## config.mk

```make
export PLATFORM = sky130hd
export DESIGN_NAME = if_fetch
export DESIGN_NICKNAME = d
export VERILOG_FILES = /design/src/rtl/if_fetch.sv
export SDC_FILE = /design/constraint.sdc
export NUM_CORES = 1
export LEC_CHECK = 0
export CAP_MARGIN = 30
export CORE_MARGIN = 10
export CORE_UTILIZATION = 41
export DETAILED_ROUTE_END_ITERATION = 8
export HOLD_SLACK_MARGIN = 0.08
export PLACE_DENSITY = 0.68
export SYNTH_ARGS = -nofsm -noshare
export SYNTH_HDL_FRONTEND = slang
export SYNTH_SLANG_ARGS = --single-unit
```

## constraint.sdc

```tcl
create_clock -name clk -period 10.2 [get_ports clk]
set_input_delay 1.53 -clock clk [delete_from_list [all_inputs] [get_ports clk]]
set_output_delay 1.53 -clock clk [all_outputs]
set_load 0.05 [all_outputs]
```

## src/rtl/if_fetch.sv

```systemverilog
// Instruction fetch: issues synchronous IM reads and queues returned words in a 2-entry skid buffer for ID.
// Optional macro IF_PERF_CNT_EN adds saturating fetch/stall/redirect counters.
module if_fetch #(
    parameter int          ADDR_W    = 16,
    parameter logic [15:0] RESET_PC  = 16'h0000,
    parameter logic [16:0] NOP_INSTR = 17'h00000
) (
    input  logic              clk,
    input  logic              rst,
    output logic              im_re,
    output logic [ADDR_W-1:0] im_addr,
    input  logic [16:0]       im_rdata,
    input  logic              stall_IM_ID,
    input  logic              flow_change_ID_EX,
    input  logic [15:0]       dst_ID_EX,
    input  logic              halt,
    output logic [16:0]       instr,
    output logic              instr_vld,
    output logic [15:0]       nxt_pc
`ifdef IF_PERF_CNT_EN
    ,
    output logic [15:0]       perf_fetch_cnt,
    output logic [15:0]       perf_stall_cnt,
    output logic [15:0]       perf_redir_cnt
`endif
);

    typedef enum logic {S_RUN, S_HALT} state_t;

    typedef struct packed {
        logic [16:0] ins;
        logic [15:0] pc;
    } entry_t;

    state_t      state_q, state_d;
    logic [15:0] pc_q, pc_d;
    logic [1:0]  count_q, count_d;
    logic        infl_q, infl_d;
    logic [15:0] infl_pc_q, infl_pc_d;
    entry_t      ent_q [2];
    entry_t      ent_d [2];

    entry_t      ret_e, head_e, tail_e;
    logic [2:0]  total, occ;
    logic        pop, fetch_en;

    // The word returning from IM acts as a virtual tail entry so it reaches ID in its return cycle.
    always_comb begin
        ret_e  = {im_rdata, infl_pc_q};
        head_e = (count_q != 2'd0) ? ent_q[0] : ret_e;
        tail_e = (count_q == 2'd2) ? ent_q[1] : ret_e;
    end

    assign total     = {1'b0, count_q} + {2'b00, infl_q};
    assign instr_vld = (total != 3'd0);
    assign instr     = instr_vld ? head_e.ins : NOP_INSTR;
    assign nxt_pc    = instr_vld ? head_e.pc + 16'd1 : 16'd0;
    assign pop       = instr_vld & ~stall_IM_ID;
    assign occ       = total - {2'b00, pop};
    assign im_addr   = pc_q[ADDR_W-1:0];

    always_ff @(posedge clk) begin
        if (rst) begin
            state_q <= S_RUN;
        end else begin
            state_q <= state_d;
        end
    end

    always_comb begin
        state_d = state_q;
        if (state_q == S_RUN && halt && !flow_change_ID_EX) begin
            state_d = S_HALT;
        end
    end

    always_comb begin
        fetch_en = (state_q == S_RUN);
        im_re    = fetch_en & ~rst & ~flow_change_ID_EX & ~halt & (occ < 3'd2);
    end

    always_comb begin
        pc_d      = pc_q;
        count_d   = occ[1:0];
        infl_d    = im_re;
        infl_pc_d = infl_pc_q;
        ent_d[0]  = pop ? tail_e : head_e;
        ent_d[1]  = tail_e;
        if (im_re) begin
            pc_d      = pc_q + 16'd1;
            infl_pc_d = pc_q;
        end
        // Redirect drops buffered words and forgets the outstanding read; its data is ignored.
        if (flow_change_ID_EX) begin
            pc_d    = dst_ID_EX;
            count_d = 2'd0;
            infl_d  = 1'b0;
        end
    end

    always_ff @(posedge clk) begin
        if (rst) begin
            pc_q    <= RESET_PC;
            count_q <= 2'd0;
            infl_q  <= 1'b0;
        end else begin
            pc_q    <= pc_d;
            count_q <= count_d;
            infl_q  <= infl_d;
        end
    end

    always_ff @(posedge clk) begin
        infl_pc_q <= infl_pc_d;
        ent_q     <= ent_d;
    end

`ifdef IF_PERF_CNT_EN
    function automatic logic [15:0] sat_inc(input logic [15:0] v);
        return (v == 16'hFFFF) ? v : v + 16'd1;
    endfunction

    always_ff @(posedge clk) begin
        if (rst) begin
            perf_fetch_cnt <= 16'd0;
            perf_stall_cnt <= 16'd0;
            perf_redir_cnt <= 16'd0;
        end else begin
            if (pop)                      perf_fetch_cnt <= sat_inc(perf_fetch_cnt);
            if (instr_vld && stall_IM_ID) perf_stall_cnt <= sat_inc(perf_stall_cnt);
            if (flow_change_ID_EX)        perf_redir_cnt <= sat_inc(perf_redir_cnt);
        end
    end
`endif

endmodule

```

==> flow_summary.ini <==
[run_status]
outcome = finished clean

[worst_setup_path]
critPathSlowestCell = clkdlybuf4s50_1
end_kind = primary output
crit_type = input pin to primary output
crit_chain = clkdlybuf4s50_1 -> buf_4 -> nor2_1 -> ha_1 -> ha_1 -> xnor2_1 -> nand4_1 -> clkinv_1 -> clkdlybuf4s50_1
worst_ep_arrival_time_ns = 5.30
startpoint_type = input pin
critPathMaxStageDelay_ns = 0.84
worstPathMaxFanout = 49
worstRegToRegCells = 14
cp.required_ns = 8.67

[power_and_ir_drop]
pwr-share-comb_pct = 21.3
max-vdd-ir-drop_mv = 0.102
power.share.clock_pct = 33.5
switchingPower_mw = 0.292
pwr-share-seq_pct = 45.3
power.internal_mw = 0.728
power_density_nw_per_um2 = 171
p_sw_share_pct = 28.6
p_leak_nw = 2.09

[logic_synthesis]
yosys.area_share.simple_pct = 13.4
avgSynthCellArea_um2 = 10.1
synth-edff-count = 16
synth_top_area_share_pct = 36.8
ys_seq_area_share_pct = 47.0
syn-cell-area_um2 = 4680
synthCells = 462
yosys.cell_count.top_type = dfxtp_1
ys_ff_latch = 102
synth_top_family_by_area = multiplexers
synth_common_cells = dfxtp_1, mux2_2, nor2_1, o21ai_0, clkbuf_1
yosysTopAreaCell = dfxtp_1
synth_area_leaders = dfxtp_1, mux2_2, edfxtp_1
synth_compound_area_share_pct = 15.2
synth_mux_area_share_pct = 16.7
synth_cell_types = 48
synthArstFlopShare_pct = 0
synth_xor_area_share_pct = 2.06
syn_nets = 506
synth_adder_area_share_pct = 1.60
ys_warn_count = 0
synth_flop_cell = dfxtp_1

[drt]
drt_iter0_markers = 276
vias_per_cell = 5.44
drtAntennaViolNets = 0
drc_errors = 0
wl_per_cell_um = 16.4
firstDrtPassIters = 5
routed_wl_um = 11100
num_vias = 3693

[sta]
hold_viol = 0
rsz0062_at_grt = false
maxSlewHeadroom_pct = 25.1
finalCritPeriodShare_pct = 66.9
fmax_ghz = 0.146
min_period_ns = 6.83
setup_viol = 0
worstMarginPinSlew_ns = 1.12
drv_slew = 0
tns_ns = 0
clock_skew_ns = 0.00900

[finish]
final_cell_area_um2 = 5960
area_growth_pct = 27.4
register_area_um2 = 2200
fin_nets = 578
drive_above_1_share_pct = 14.7
n_fill_cell = 1009
multi_input_area_um2 = 2300
antenna_cells = 0

[clock_network]
cts_setup_buffers = 0
clkSinkCount = 102
cts_tree = done
clk_pin_slew_worst_paths_ns = 0.06
cts_resized = 0
ctsHoldBuffers = 0
cts_buffers = 9
root_buffer = clkbuf_16
clk_path_buf_depth = 2
clk_latency_ns = 0.33
cts_max_level = 3

[floorplanning]
start_util_pct = 42.4
rows = 38
die_area_um2 = 16100
die_h_um = 127
top_level_ports = 89
die_w_um = 127
coreArea_um2 = 11000

[placement]
gpl.final_weighted_congestion = 0.821
io_buffer_count = 88
dp_hpwl_um = 7780
placed_cell_area_um2 = 5660

[global_route]
grt_util_all_layers_pct = 13.4
grt_pass1_vias = 3593
grt-ovfl-total = 0
grt_max_degree = 84
grt_pass1_wl_um = 18200
antenna_found_initial = 0

[min_path]
hp-class = register to register
hold_depth = 1

[run]
maxCapViolations = 0
## registers in the layout, summed over array words and instances, names as in the netlist
register and count:
im_addr 16, count_q 2, ent_q 66, state_q 1
infl_q 1, infl_pc_q 16
## worst max-delay path, delay by kind of cell
kind / cells / cell delay [ns]
buffers and inverters: 4 / 1.72
xor gates and xnor gates: 1 / 0.12
adders and majority gates: 2 / 0.45
and+or+nand+nor: 2 / 1.46
## cell type report
type	count	area share (%)
Tap cell	140	2.94
Clock inverter	5	0.986
Multi-Input combinational cell	313	38.5
Sequential cell	102	36.9
Timing Repair Buffer	93	15.6
Clock buffer	11	4.07
Inverter	15	0.944
## cell families (layout without fill, tap and decap cells)
family,Yosys count,in the layout
buf+inv,47,124
xor+xnor,11,11
compound gates,108,108
mux,72,72
simple gates,116,116
flops,102,102
fa+ha+maj,6,6
## per-stage QoR
stage          hold slack, ns  std cells  setup slack [ns]  total power [mW]  utilization (%)
2_1_floorplan           0.437        462              5.38             0.616                -
3_3_place_gp            0.450        662              3.38             0.682             51.2
3_5_place_dp            0.459        663              3.36             0.689             51.3
4_1_cts                 0.475        679              3.34              1.03             54.1
5_1_grt                 0.486        679              3.12              1.06             54.1
6_report                0.473        679              3.37              1.02             54.1
## power by group through the flow
stage	clock (mW)	combinational [mW]	sequential (mW)
2_1_floorplan	0	0.140	0.476
4_1_cts	0.350	0.219	0.462
5_1_grt	0.366	0.234	0.465
3_3_place_gp	0	0.213	0.469
3_5_place_dp	0	0.218	0.471
6_report	0.341	0.217	0.462
## routing by layer
metal	wire (µm)	track usage, %
met1	5180	17.1
met2	4900	20.5
met3	921	5.58
met4	112	3.08
met5	0	0
## final timing paths
path,slack (ns),endpoint,startpoint
worst max-delay path,3.37,im_re,stall_IM_ID
worst min-delay path,0.47,ent_q[10],ent_q[10]
worst max register to register,5.20,im_addr[15],count_q[0]
worst min register to register,0.47,ent_q[10],ent_q[10]
## placed cells by master (no fill, tap or decap), types with 4 or more instances in the layout
| cell | n |
|---|---|
| nor2_1 | 38 |
| inv_1 | 14 |
| o31a_1 | 24 |
| a22oi_1 | 8 |
| o211ai_1 | 10 |
| nor3_1 | 12 |
| clkbuf_16 | 9 |
| buf_4 | 4 |
| edfxtp_1 | 16 |
| or3_1 | 4 |
| xnor2_1 | 6 |
| a21oi_1 | 19 |
| o21ai_0 | 35 |
| nand4_1 | 4 |
| clkdlybuf4s50_1 | 88 |
| xor2_1 | 5 |
| dfxtp_1 | 86 |
| nand3_1 | 13 |
| nand2_1 | 15 |
| ha_1 | 6 |
| mux2i_1 | 23 |
| mux2_2 | 49 |
No activity file was read; power rests on OpenSTA's default activity.
